===== config.mk =====
export PLATFORM = sky130hd
export DESIGN_NAME = ir_code_sequencer_flat
export DESIGN_NICKNAME = d
export VERILOG_FILES = /design/src/rtl/ir_seq_pkg.sv /design/src/rtl/ir_code_sequencer_if.sv /design/src/rtl/ir_carrier_gen.sv /design/src/rtl/ir_code_sequencer.sv /design/src/flat_wrapper.sv
export SDC_FILE = /design/constraint.sdc
export NUM_CORES = 1
export LEC_CHECK = 0
export ABC_CLOCK_PERIOD_IN_PS = 2900
export BUFFER_PORTS_ARGS = -buffer_cell sky130_fd_sc_hd__buf_2
export CAP_MARGIN = 20
export CORE_ASPECT_RATIO = 0.9
export CORE_UTILIZATION = 36
export DETAILED_ROUTE_END_ITERATION = 6
export GPL_TIMING_DRIVEN = 0
export PLACE_DENSITY = 0.53
export SYNTH_ARGS = -nofsm -noshare
export SYNTH_HDL_FRONTEND = slang
export SYNTH_SLANG_ARGS = --single-unit

===== constraint.sdc =====
create_clock -name clk -period 2.9 [get_ports clk]
set_input_delay 0.435 -clock clk [delete_from_list [all_inputs] [get_ports clk]]
set_output_delay 0.435 -clock clk [all_outputs]
set_load 0.02 [all_outputs]

===== src/rtl/ir_seq_pkg.sv =====
// ir_seq_pkg: state encoding and ROM header field layout shared by the IR sequencer.
package ir_seq_pkg;
   typedef enum logic [3:0] {IDLE, HDR, MARK_RD, MARK, SPACE_RD, SPACE, GAP, END, FAIL} state_t;
   localparam int CARRIER_MSB = 15;
   localparam int CARRIER_LSB = 8;
   localparam int PAIRS_MSB = 7;
   localparam logic [7:0] END_MARKER = 8'h00;
endpackage


===== src/rtl/ir_code_sequencer_if.sv =====
// ir_code_sequencer_if: synchronous code-table ROM read port.
interface ir_code_sequencer_if #(parameter int ADDR_W = 10) ();
   logic              rom_en;
   logic [ADDR_W-1:0] rom_addr;
   logic [15:0]       rom_data;
   modport master (output rom_en, rom_addr, input rom_data);
   modport slave (input rom_en, rom_addr, output rom_data);
endinterface


===== src/rtl/ir_carrier_gen.sv =====
// ir_carrier_gen: square-wave carrier, high on the first enabled cycle, toggling every half_period clocks.
module ir_carrier_gen (
   input  logic       clk,
   input  logic       rst_n,
   input  logic       en,
   input  logic [7:0] half_period,
   output logic       carrier
);
   logic       car_q, car_d, on_q, on_d, flip;
   logic [7:0] cnt_q, cnt_d;
   always_comb begin
      flip = on_q && cnt_q == half_period - 8'd1;
      car_d = en && (on_q ? car_q ^ flip : 1'b1);
      cnt_d = (en && on_q && !flip) ? cnt_q + 8'd1 : 8'd0;
      on_d = en;
   end
   always_ff @(posedge clk or negedge rst_n) begin
      if (!rst_n) begin
         car_q <= 1'b0;
         on_q <= 1'b0;
         cnt_q <= 8'd0;
      end else begin
         car_q <= car_d;
         on_q <= on_d;
         cnt_q <= cnt_d;
      end
   end
   assign carrier = car_q;
endmodule


===== src/rtl/ir_code_sequencer.sv =====
// ir_code_sequencer: walks the ROM code table and emits each code as timed mark/space carrier bursts.
module ir_code_sequencer
   import ir_seq_pkg::*;
#(
   parameter int ADDR_W = 10,
   parameter int DUR_W = 16,
   parameter int TICK_DIV = 120,
   parameter int GAP_TICKS = 25000
) (
   input  logic                clk,
   input  logic                rst_n,
   input  logic                start_in,
   input  logic                stop_in,
   input  logic                loop_forever_in,
   ir_code_sequencer_if.master rom,
   output logic                ir_out,
   output logic                busy_out,
   output logic                fail_out,
   output logic [7:0]          code_cnt
);
   localparam int PW = $clog2(TICK_DIV + 1);
   state_t             state_q, state_d;
   logic [ADDR_W:0]    addr_q, addr_d;
   logic [7:0]         half_q, half_d, pairs_q, pairs_d, cnt_q, cnt_d;
   logic [DUR_W-1:0]   dur_q, dur_d;
   logic [PW-1:0]      pre_q, pre_d;
   logic               rom_en_q, rom_en_d, busy_q, busy_d, fail_q, fail_d, start_q, start_d;
   logic               tick, expire, pair_done, mark_en;
   always_comb begin
      state_d = state_q;
      addr_d = addr_q;
      half_d = half_q;
      pairs_d = pairs_q;
      cnt_d = cnt_q;
      dur_d = dur_q;
      pre_d = pre_q;
      rom_en_d = 1'b0;
      start_d = start_in;
      pair_done = 1'b0;
      tick = pre_q == PW'(TICK_DIV - 1);
      expire = tick && dur_q == DUR_W'(1);
      if (state_q inside {MARK, SPACE, GAP}) begin
         pre_d = tick ? '0 : pre_q + 1'b1;
         dur_d = tick ? dur_q - 1'b1 : dur_q;
      end
      case (state_q)
         HDR: if (!rom_en_q) begin
            addr_d = addr_q + 1'b1;
            half_d = rom.rom_data[CARRIER_MSB:CARRIER_LSB];
            pairs_d = rom.rom_data[PAIRS_MSB:0];
            state_d = pairs_d == END_MARKER ? END : half_d == 8'd0 ? FAIL : MARK_RD;
            rom_en_d = state_d == MARK_RD;
         end
         MARK_RD: if (!rom_en_q) begin
            addr_d = addr_q + 1'b1;
            dur_d = DUR_W'(rom.rom_data);
            pre_d = '0;
            state_d = dur_d == '0 ? SPACE_RD : MARK;
            rom_en_d = dur_d == '0;
         end
         MARK: if (expire) begin
            state_d = SPACE_RD;
            rom_en_d = 1'b1;
         end
         SPACE_RD: if (!rom_en_q) begin
            addr_d = addr_q + 1'b1;
            dur_d = DUR_W'(rom.rom_data);
            pre_d = '0;
            state_d = SPACE;
            pair_done = dur_d == '0;
         end
         SPACE: pair_done = expire;
         GAP: if (expire) begin
            state_d = HDR;
            rom_en_d = 1'b1;
         end
         END: begin
            addr_d = '0;
            state_d = loop_forever_in ? HDR : IDLE;
            rom_en_d = loop_forever_in;
         end
         default: ;
      endcase
      if (pair_done) begin
         pairs_d = pairs_q - 8'd1;
         cnt_d = pairs_q == 8'd1 ? cnt_q + 8'd1 : cnt_q;
         state_d = pairs_q != 8'd1 ? MARK_RD : GAP_TICKS == 0 ? HDR : GAP;
         rom_en_d = state_d != GAP;
         dur_d = DUR_W'(GAP_TICKS);
         pre_d = '0;
      end
      if (start_in && !start_q) begin
         state_d = HDR;
         addr_d = '0;
         cnt_d = 8'd0;
         rom_en_d = 1'b1;
      end
      // A read past the last word faults instead of wrapping to address 0.
      if (rom_en_d && addr_d[ADDR_W]) begin
         state_d = FAIL;
         rom_en_d = 1'b0;
      end
      if (stop_in) begin
         state_d = state_q == FAIL ? FAIL : IDLE;
         addr_d = '0;
         cnt_d = cnt_q;
         rom_en_d = 1'b0;
      end
      busy_d = !(state_d inside {IDLE, FAIL});
      fail_d = state_d == FAIL;
      mark_en = state_d == MARK;
   end
   always_ff @(posedge clk or negedge rst_n) begin
      if (!rst_n) begin
         state_q <= IDLE;
         addr_q <= '0;
         half_q <= 8'd0;
         pairs_q <= 8'd0;
         cnt_q <= 8'd0;
         dur_q <= '0;
         pre_q <= '0;
         rom_en_q <= 1'b0;
         busy_q <= 1'b0;
         fail_q <= 1'b0;
         start_q <= 1'b0;
      end else begin
         state_q <= state_d;
         addr_q <= addr_d;
         half_q <= half_d;
         pairs_q <= pairs_d;
         cnt_q <= cnt_d;
         dur_q <= dur_d;
         pre_q <= pre_d;
         rom_en_q <= rom_en_d;
         busy_q <= busy_d;
         fail_q <= fail_d;
         start_q <= start_d;
      end
   end
   ir_carrier_gen u_car (
      .clk         (clk),
      .rst_n       (rst_n),
      .en          (mark_en),
      .half_period (half_q),
      .carrier     (ir_out)
   );
   assign rom.rom_en = rom_en_q;
   assign rom.rom_addr = addr_q[ADDR_W-1:0];
   assign busy_out = busy_q;
   assign fail_out = fail_q;
   assign code_cnt = cnt_q;
endmodule


===== src/flat_wrapper.sv =====
// flat-port wrapper written by rule: the top's interface ports become plain ports
module ir_code_sequencer_flat import ir_seq_pkg::*;
#(
   parameter int ADDR_W = 10,
   parameter int DUR_W = 16,
   parameter int TICK_DIV = 120,
   parameter int GAP_TICKS = 25000
)
  (clk, rst_n, start_in, stop_in, loop_forever_in, ir_out, busy_out, fail_out, code_cnt, rom_rom_en, rom_rom_addr, rom_rom_data);
  ir_code_sequencer_if #(.ADDR_W(ADDR_W)) rom_i ();
  input  logic clk;
  input  logic rst_n;
  input  logic start_in;
  input  logic stop_in;
  input  logic loop_forever_in;
  output logic ir_out;
  output logic busy_out;
  output logic fail_out;
  output logic [7:0] code_cnt;
  output wire logic [$bits(rom_i.rom_en)-1:0] rom_rom_en;
  output wire logic [$bits(rom_i.rom_addr)-1:0] rom_rom_addr;
  input wire logic [$bits(rom_i.rom_data)-1:0] rom_rom_data;
  assign rom_rom_en = rom_i.rom_en;
  assign rom_rom_addr = rom_i.rom_addr;
  assign rom_i.rom_data = rom_rom_data;
  ir_code_sequencer #(.ADDR_W(ADDR_W), .DUR_W(DUR_W), .TICK_DIV(TICK_DIV), .GAP_TICKS(GAP_TICKS)) u_core (.clk(clk), .rst_n(rst_n), .start_in(start_in), .stop_in(stop_in), .loop_forever_in(loop_forever_in), .rom(rom_i), .ir_out(ir_out), .busy_out(busy_out), .fail_out(fail_out), .code_cnt(code_cnt));
endmodule

# ---- Word level (Yosys, flattened, before mapping)
# Cells that the tools add are included.
# Widths: inputs -> output; s select.
dict set report word_totals {
  in_bits 21
  regBits 76
  output_inout_bits 22
  ramBits 0
  n_memories 0
  latch_bits 0
  rom_bits 0
}
dict set report op_classes {
  reduce_logical 27
  order_cmp 0
  mul 0
  div 0
  addsub 7
  eq_ne 19
  n_shift 0
  bitwise 3
  muxes 47
}
# operator n
set ops {}
lappend ops {{$mux 16} 5}
lappend ops {{$mux 8} 7}
lappend ops {{$mux 4} 12}
lappend ops {{$mux 7} 5}
lappend ops {{$mux 11} 3}
lappend ops {{$pmux 4 s6} 1}
lappend ops {{$pmux 11 s2} 1}
lappend ops {{$add 8x1->8 const B} 2}
lappend ops {{$eq 16x1->1 const B} 1}
lappend ops {{$eq 4x2->1 const B} 4}
lappend ops {{$eq 4x3->1 const B} 4}
lappend ops {{$logic_not 16->1} 1}
lappend ops {{$logic_not 8->1} 2}
lappend ops {{$sub 16x1->16 const B} 1}
lappend ops {{$sub 8x1->8 const B} 2}
lappend ops {{$add 11x1->11 const B} 1}
lappend ops {{$mux 1} 9}
lappend ops {{$eq 4x4->1 const B} 2}
lappend ops {{$eq 8x1->1 const B} 1}
lappend ops {{$eq 8x8->1} 1}
lappend ops {{$ne 8x1->1 const B} 1}
lappend ops {{$reduce_bool 2->1} 4}
lappend ops {{$add 7x1->7 const B} 1}
lappend ops {{$eq 7x7->1 const B} 1}
lappend ops {{18 further kinds} 31}

# ---- Longest topological paths before layout
# Gate-level depths: netlist of run 1.
dict set report logic_depth {
  word_depth 15
  ltp_mapped 10
  ltp_nobuf 9
}

# ---- By module
# From an unflattened synthesis of run 1, not the netlist that was laid out.
dict set report unflattened {
  cells_unflattened 514
  hier_area_um2 4620.7
}
# module cells_each n_inst area_each_um2 seq_area_each_um2
set modules_own_cells {}
lappend modules_own_cells {ir_code_sequencer 444 1 3926.3 1651.6}
lappend modules_own_cells {ir_carrier_gen 70 1 694.4 250.2}

# ---- Worst setup path after synthesis of run 1
# No wires, ideal clock.
dict set report synth_timing {
  path_type {input -> register}
  startpoint {in rom_rom_data[5]}
  endpoint {reg u_core.u_car.car_q, in the netlist u_core.u_car.carrier}
  arrival_time_ns 2.353
  path_slack_ns 0.441
  setup_ns 0.107
  required_ns 2.793
  cell_stages 7
  cell_sequence {or4_1 -> or2_1 -> a31oi_2 -> nand4_1 -> nor2_1 -> o211ai_4 -> a2111oi_4}
}
dict set report synth_via {
  elab_chain_cells 12
  elab_cells_between_ends 21
  cone_classes {eq/ne: 2; mux: 15; reduce/logical: 4}
}
# item line
set synth_lines {}
lappend synth_lines {{from (decl)} flat_wrapper.sv:22} ;# input wire logic [$bits(rom_i.rom_data)-1:0] rom_rom_data;
lappend synth_lines {{$logic_not 8->1} ir_code_sequencer.sv:51} ;# state_d = pairs_d == END_MARKER ? END : half_d == 8'd0 ? FAIL : MARK_RD;
lappend synth_lines {{$mux 4} ir_code_sequencer.sv:51}
lappend synth_lines {{$eq 4x2->1} ir_code_sequencer.sv:52} ;# rom_en_d = state_d == MARK_RD;
lappend synth_lines {{$mux 1} ir_code_sequencer.sv:47} ;# HDR: if (!rom_en_q) begin
lappend synth_lines {{$pmux 1 s4} ir_code_sequencer.sv:46} ;# case (state_q)
lappend synth_lines {{$mux 1} ir_code_sequencer.sv:84} ;# if (pair_done) begin
lappend synth_lines {{$mux 1} ir_code_sequencer.sv:92} ;# if (start_in && !start_q) begin
lappend synth_lines {{$logic_and 1x1->1} ir_code_sequencer.sv:99} ;# if (rom_en_d && addr_d[ADDR_W]) begin
lappend synth_lines {{$mux 4 *} ir_code_sequencer.sv:99}
lappend synth_lines {{$mux 4 *} ir_code_sequencer.sv:103} ;# if (stop_in) begin
lappend synth_lines {{$eq 4x2->1 *} ir_code_sequencer.sv:111} ;# mark_en = state_d == MARK;
lappend synth_lines {{$logic_and 1x1->1 *} ir_carrier_gen.sv:13} ;# car_d = en && (on_q ? car_q ^ flip : 1'b1);
lappend synth_lines {{named net u_core.u_car.car_d} ir_carrier_gen.sv:9} ;# logic car_q, car_d, on_q, on_d, flip;
lappend synth_lines {{to (signal assigned)} ir_carrier_gen.sv:23} ;# car_q <= car_d;
lappend synth_lines {{to (decl)} ir_carrier_gen.sv:9}
# Mark *: on every way through the listed nets, which the timed path passes. The rest lies on a longest branch.
# A chain may end at the register's enable or synchronous reset.

# ---- Worst setup path after layout of run 1
dict set report layout_timing {
  startpoint {reg u_core.dur_q[2]}
  endpoint {reg u_core.u_car.car_q, in the netlist u_core.u_car.carrier}
}
dict set report layout_via {
  elab_chain_cells 11
  elab_cells_between_ends 17
  cone_classes {eq/ne: 2; mux: 12; reduce/logical: 3}
}
# item line
set layout_lines {}
lappend layout_lines {{from (decl)} ir_code_sequencer.sv:25} ;# logic [DUR_W-1:0] dur_q, dur_d;
lappend layout_lines {{from (signal assigned)} ir_code_sequencer.sv:132} ;# dur_q <= dur_d;
lappend layout_lines {{$eq 16x1->1 *} ir_code_sequencer.sv:41} ;# expire = tick && dur_q == DUR_W'(1);
lappend layout_lines {{$logic_and 1x1->1 *} ir_code_sequencer.sv:41}
lappend layout_lines {{$mux 1} {ir_code_sequencer.sv:61, ir_code_sequencer.sv:73}}
lappend layout_lines {{$pmux 1 s4} ir_code_sequencer.sv:46}
lappend layout_lines {{$mux 1} ir_code_sequencer.sv:84}
lappend layout_lines {{$mux 1} ir_code_sequencer.sv:92}
lappend layout_lines {{$logic_and 1x1->1} ir_code_sequencer.sv:99}
lappend layout_lines {{$mux 4 *} ir_code_sequencer.sv:99}
lappend layout_lines {{$mux 4 *} ir_code_sequencer.sv:103}
lappend layout_lines {{$eq 4x2->1 *} ir_code_sequencer.sv:111}
lappend layout_lines {{$logic_and 1x1->1 *} ir_carrier_gen.sv:13}
lappend layout_lines {{named net u_core.u_car.car_d} ir_carrier_gen.sv:9}
# Marked as above.

==> impl_table.tex, run 1 <==
\begin{tabular}{lr}
\hline
Metric & Value \\
\hline
\multicolumn{2}{l}{\textbf{Status}} \\
Outcome & complete, no violations \\
\multicolumn{2}{l}{\textbf{Timing}} \\
Minimum clock period & 2740 ps \\
Number of slew-limit violations in the final report & 0 \\
Rel. slew slack & around half \\
Worst setup skew after layout & 6.01 ps \\
Setup repair after global routing missed its margin & false \\
Fmax & between 0.3 and 0.4 GHz \\
Worst hold-check slack & about 45 ps \\
Final worst path period share & between 90\% and 100\% \\
Slew @ Worst Pin & between 700 and 800 ps \\
Endpoints failing hold & 0 \\
Setup violators final & 0 \\
Accumulated negative setup slack & 0 ps \\
\multicolumn{2}{l}{\textbf{Clock tree}} \\
Clock transition at path regs & around 60 ps \\
Skew-Pair Late Insertion Delay & around 340 ps \\
Cell at the root of the clock tree & clkbuf\_16 \\
Number of buffers inserted during clock tree synthesis & 9 \\
Number of levels the H-tree was split into & 3 \\
CTS tree & yes \\
Clock sink count & 76 \\
Number of post-CTS setup repair buffers & 0 \\
Maximum buffer depth of the clock tree & 2 \\
\multicolumn{2}{l}{\textbf{Routing}} \\
Antenna Violating Nets Remaining & 0 \\
Via/cell ratio & about 5.3 \\
Drt first-iter violations & approximately 180 \\
Uppermost routed layer & met4 \\
Count of vias placed by the detailed router & about 3900 \\
Wire length per cell & $\sim$16 µm \\
Total met2 wirelength after detailed routing & approximately 5300 µm \\
TritonRoute pass-1 iters & 4 \\
Met1 routed wirelength after detailed routing & between 6000 and 7000 µm \\
Routed wire length & $\sim$12000 µm \\
Metal3 WL & 564 µm \\
Total DRC errors in the routed layout & 0 \\
\multicolumn{2}{l}{\textbf{Critical path}} \\
Crit-path max FO & 10 \\
Critical Path End Type & register \\
Type of the setup path with the least slack & reg -> reg \\
Cell family with the largest share of critical-path delay & compound AO/OA/AOI/OAI gates \\
Worst setup startpoint & u\_core.dur\_q[2] \\
WP buf/inv & 0 \\
Delay of the slowest cell on the worst path & $\sim$600 ps \\
Arr. time, crit path & 2980 ps \\
Category of the worst setup path launch point & register \\
Startpoint of the worst-slack reg-to-reg timing path & u\_core.dur\_q[2] \\
Critical path cell sequence & or4\_4, nor4\_4, nand4\_2, a211oi\_2, a211o\_2, o211ai\_4, a2111oi\_4 \\
Slowest cell on the critical path & or4\_4 \\
Required time of the critical path & between 3000 and 4000 ps \\
\multicolumn{2}{l}{\textbf{Die}} \\
Die ar. & 0.0136 mm² \\
X dimension of the die & 123 µm \\
DIE HEIGHT & 111 µm \\
I/O pin total & 43 \\
Core box area & roughly 0.013 mm² \\
Number of core rows & 39 \\
Initial core utilization & 37.1\% \\
\multicolumn{2}{l}{\textbf{Finish}} \\
Fraction of layout cells with a size suffix above 1 & between 10\% and 20\% \\
Nets & roughly 600 \\
Post-route non-filler standard cell count & approximately 740 \\
Util after Layout & a little over two fifths \\
Area growth, synth to finish & 17.1\% \\
Antenna diode count & 0 \\
\multicolumn{2}{l}{\textbf{GRT}} \\
Leftover overflow at the end of global routing & 0 \\
Vias in the first global route & about 3900 \\
Maximum number of pins on one net before global-route repair & 43 \\
Tot GR Track Use & 19.2\% \\
Initial antenna violation count & 0 \\
First-pass GRT wire length & just over 20000 µm \\
\multicolumn{2}{l}{\textbf{Yosys}} \\
Post-synthesis net count & 551 \\
Number of warning messages in the yosys log & 0 \\
Most frequently used flop master after synthesis & dfrtp\_1 \\
Share of the yosys chip area belonging to registers & between 40\% and 50\% \\
Async set-reset flop share out of synthesis & 100\% \\
Gate Count Post-Synth & 521 \\
Flip-flop and latch count after synthesis & 76 \\
Number of library cell types mapped by synthesis & 73 \\
Post-synth design cell area & around 0.0047 mm² \\
EDFF count, synth & 0 \\
Synthesized area divided by synthesized cell count & 9.10 µm² \\
\multicolumn{2}{l}{\textbf{Flow run}} \\
Number of max-cap violations & 0 \\
\multicolumn{2}{l}{\textbf{Placed design}} \\
Total instance count after detailed placement & around 730 \\
Port Buf Inserts & 42 \\
Final HPWL from detailed placement & around 8800 µm \\
Placer's final routability congestion estimate & between 0.8 and 0.9 \\
\multicolumn{2}{l}{\textbf{Power and ir drop}} \\
Static Leakage & around 0.0024 µW \\
Highest ir drop seen on vdd & between 0.0003 and 0.0004 V \\
Power density of the placed cells & between 600 and 700 mW/mm² \\
\multicolumn{2}{l}{\textbf{Min path}} \\
Worst min-delay path class & in -> async \\
\hline
\end{tabular}
## cell usage in the layout, fill, tap and decap left out, types with 12 or more instances in the layout
cell type,Yosys,layout
dfrtp_1,76,76
nor2_1,69,68
nand2_1,65,65
buf_2,2,43
xor2_1,31,31
nor3_1,26,26
xnor2_1,23,23
nand3_1,23,23
inv_1,19,19
a21oi_1,13,13
o21ai_0,13,13
clkbuf_1,12,12
## flip-flops by register name, summed over array words and instances, names as in the netlist, 4 cells and up
| signal | flops |
|---|---|
| u_core.u_car.cnt_q | 8 |
| u_core.state_q | 4 |
| u_core.dur_q | 16 |
| u_core.code_cnt | 8 |
| u_core.pairs_q | 8 |
| u_core.pre_q | 7 |
| u_core.addr_q | 11 |
| u_core.half_q | 8 |
## logic make-up (layout without fill, tap and decap cells)
group           after synthesis  count (layout)  synth area share (%)
compound gates               74              74                  11.9
xor+xnor                     54              54                  9.98
fa+ha+maj                     9               9                  2.38
buf+inv                      45             103                  4.73
flops                        76              76                  40.1
mux                           7               7                  1.56
simple gates                256             256                  29.3
## worst register-to-register path: cells and delay by family (launching register included)
| family | cells | cell delay, ps |
|---|---|---|
| simple gates | 3 | 1080 |
| flops | 1 | 420 |
| compound gates | 4 | 1130 |
## layer usage
metal,up-vias,track usage [%]
met4,0,5.12
met5,-,0
li1,1941,-
met1,1916,28.5
met2,87,27.5
met3,4,4.32
## final timing paths
kind,cells after the start,to,slack [ps]
worst max-delay path,7,u_core.u_car.carrier,160
worst min-delay path,1,u_core.addr_q[4],50
worst max register to register,7,u_core.u_car.carrier,160
worst min register to register,2,u_core.half_q[7],500
max in group asynchronous,2,u_core.dur_q[13],2270
min in group clk,1,u_core.start_q,210
## report_power, final
group / switching (µW) / internal [µW]
logic: 512 / 412
clock network: 434 / 921
registers: 268 / 1290
total: 1210 / 2630
## area by class of cell
cell class / instances / area [µm²]
Inverter: 19 / 71.3
Timing Repair Buffer: 43 / 240
Clock buffer: 10 / 229
Sequential cell: 76 / 1900
Multi-Input combinational cell: 400 / 2620
Buffer: 26 / 154
Tap cell: 164 / 205
Fill cell: 1262 / 7230
Clock inverter: 5 / 125
## repair_timing
action	in CTS	in global routing
hold buffers	0	0
hold endpoints to repair	0	0
endpoints found under the setup margin	0	28
gates resized for setup	0	4
## metrics by stage
stage	area [µm²]	worst slack, ps	total power, µW
after floorplan	4740	441	2220
after global placement	5150	-133	2460
after detailed placement	5180	-131	2490
after CTS	5540	27.4	3880
after global routing	5550	42.0	4100
final	5550	161	3840
## synthesized netlist by cell type (4+ instances only)
master     n  area (µm²)
dfrtp_1   76        1900
nor2_1    69         259
nand2_1   65         244
xor2_1    31         272
nor3_1    26         130
nand3_1   23         115
xnor2_1   23         201
inv_1     19        71.3
a21oi_1   13        65.1
o21ai_0   13        65.1
clkbuf_1  12        45.0
a211oi_1  11        82.6
buf_4     10        75.1
ha_1       9         113
nand4_1    9        56.3
nand2b_1   6        37.5
nor4_1     5        31.3
mux2i_1    4        40.0
nand4b_1   4        35.0
nor4_4     4        85.1
or4_4      4        45.0
Power figures use the tool's default switching activity.
==> run 2, diff against run 1 <==
- ABC_CLOCK_PERIOD_IN_PS: 2900 -> 3060
- clock period: 2.9 -> 3.06 ns (I/O delays scaled with it)
==> impl_table.tex, run 2 (synthesis results as in run 1) <==
\begin{tabular}{lr}
\hline
Metric & Value \\
\hline
\multicolumn{2}{l}{\textbf{Critical path}} \\
Critical Path End Type & register \\
Required time of the critical path & approximately 3300 ps \\
Type of the setup path with the least slack & reg -> reg \\
Arr. time, crit path & 3050 ps \\
Worst setup startpoint & u\_core.dur\_q[2] \\
Category of the worst setup path launch point & register \\
Crit-path max FO & 10 \\
Cell count of the worst reg-to-reg path & 7 \\
Startpoint of the worst-slack reg-to-reg timing path & u\_core.dur\_q[2] \\
\multicolumn{2}{l}{\textbf{Timing}} \\
Number of slew-limit violations in the final report & 0 \\
Minimum clock period & $\sim$2900 ps \\
Final worst path period share & between 90\% and 100\% \\
Worst setup skew after layout & $\sim$6.7 ps \\
Slew @ Worst Pin & 702 ps \\
Rel. slew slack & approximately 53\% \\
Endpoints failing hold & 0 \\
Setup violators final & 0 \\
Fmax & between 0.3 and 0.4 GHz \\
Accumulated negative setup slack & 0 ps \\
Setup repair after global routing missed its margin & false \\
\multicolumn{2}{l}{\textbf{Routing}} \\
Total DRC errors in the routed layout & 0 \\
Antenna Violating Nets Remaining & 0 \\
Wire length per cell & between 15 and 20 µm \\
Count of vias placed by the detailed router & $\sim$3900 \\
Via/cell ratio & 5.28 \\
Drt first-iter violations & $\sim$210 \\
Routed wire length & approximately 12000 µm \\
TritonRoute pass-1 iters & 4 \\
\multicolumn{2}{l}{\textbf{Flow run}} \\
Number of max-cap violations & 0 \\
\multicolumn{2}{l}{\textbf{Clock tree}} \\
Maximum buffer depth of the clock tree & 2 \\
Hold Buf Count CTS & 0 \\
Clock transition at path regs & roughly 60 ps \\
CTS tree & yes \\
Cell at the root of the clock tree & clkbuf\_16 \\
Number of buffers inserted during clock tree synthesis & 9 \\
Skew-Pair Late Insertion Delay & 340 ps \\
Number of levels the H-tree was split into & 3 \\
Clock sink count & between 70 and 80 \\
\multicolumn{2}{l}{\textbf{Placed design}} \\
Final HPWL from detailed placement & 8840 µm \\
Placer's final routability congestion estimate & 0.819 \\
Port Buf Inserts & 42 \\
\multicolumn{2}{l}{\textbf{Finish}} \\
Highest-count cells in the layout ignoring fill and taps & 76 x dfrtp\_1, 68 x nor2\_1, 65 x nand2\_1 \\
Register ranked first by flip-flop count & u\_core.dur\_q \\
Antenna diode count & 0 \\
Most common cell after layout, fill and taps aside & dfrtp\_1 \\
Fraction of layout cells with a size suffix above 1 & 19.2\% \\
Area growth, synth to finish & 16.9\% \\
Nets & 605 \\
Number of flip-flops in the largest register & 16 \\
Util after Layout & 43.3\% \\
Biggest registers after layout & u\_core.dur\_q: 16 flops, u\_core.addr\_q: 11 flops \\
\multicolumn{2}{l}{\textbf{Die}} \\
DIE HEIGHT & around 110 µm \\
Number of core rows & 39 \\
Die ar. & around 0.014 mm² \\
I/O pin total & between 40 and 50 \\
Initial core utilization & $\sim$37\% \\
Core box area & $\sim$0.013 mm² \\
X dimension of the die & roughly 120 µm \\
\multicolumn{2}{l}{\textbf{Power and ir drop}} \\
Power density of the placed cells & 656 mW/mm² \\
Static Leakage & about 0.0024 µW \\
Highest ir drop seen on vdd & 0.000367 V \\
\multicolumn{2}{l}{\textbf{GRT}} \\
Initial antenna violation count & 0 \\
Vias in the first global route & slightly below 4000 \\
Tot GR Track Use & about a fifth \\
First-pass GRT wire length & between 20000 and 25000 µm \\
Maximum number of pins on one net before global-route repair & 43 \\
Leftover overflow at the end of global routing & 0 \\
\multicolumn{2}{l}{\textbf{Status}} \\
Outcome & complete, no violations \\
\multicolumn{2}{l}{\textbf{Min path}} \\
Worst min-delay path class & in -> async \\
\hline
\end{tabular}
[run 2: cell counts in the layout (fill, tap and decap cells not counted)]
No cell type changed its count.
[run 2: layer usage]
metal,global-route usage [%],wire [µm],up-vias
li1,-,-,1939
met4,5.12,41,0
met3,4.32,601,2
met5,0,0,-
met1,28.5,6090,1894
met2,27.5,5300,87
[run 2: repair_timing]
item	4_1_cts	5_1_grt
resized for setup	0	1
endpoints found under the setup margin	0	5
buffers inserted	0	0
[run 2: final timing paths]
check                                   end  slack (ps)
min in group clk             u_core.start_q         230
min                        u_core.addr_q[4]          70
min reg2reg                u_core.half_q[7]         500
max in group asynchronous  u_core.half_q[5]        2420
max                        u_core.dur_q[12]         200
max reg2reg                u_core.dur_q[12]         200
[run 2: through the flow]
| step | worst slack (ps) | cells | hold slack (ps) | cell area, µm² | total power, µW |
|---|---|---|---|---|---|
| after floorplan | 577 | 521 | 163 | 4740 | 2110 |
| after global placement | 3.27 | 727 | 508 | 5150 | 2330 |
| after detailed placement | 5.20 | 728 | 459 | 5180 | 2360 |
| after CTS | 187 | 743 | 85.2 | 5540 | 3670 |
| after global routing | 14.0 | 743 | 103 | 5540 | 3880 |
| final | 198 | 743 | 68.6 | 5540 | 3640 |
[run 2: where the power goes]
group / total, µW / leakage, µW / switching, µW / internal [µW]
clock: 1280 / 0.000173 / 411 / 873
sequential: 1480 / 0.000979 / 254 / 1220
combinational: 875 / 0.00127 / 485 / 390
[run 2: critical path, stage by stage (launching register included)]
cell and delay [ps]:
dfrtp_1 420, or4_4 600, nor4_4 280, nand4_2 190, a21oi_1 280, clkbuf_1 480
buf_2 350, a211oi_1 90
[run 2: cell type report]
type | count | area, µm²
Clock inverter | 5 | 125
Tap cell | 164 | 205
Inverter | 19 | 71.3
Buffer | 26 | 153
Multi-Input combinational cell | 400 | 2620
Fill cell | 1262 | 7240
Sequential cell | 76 | 1900
Clock buffer | 10 | 229
Timing Repair Buffer | 43 | 240
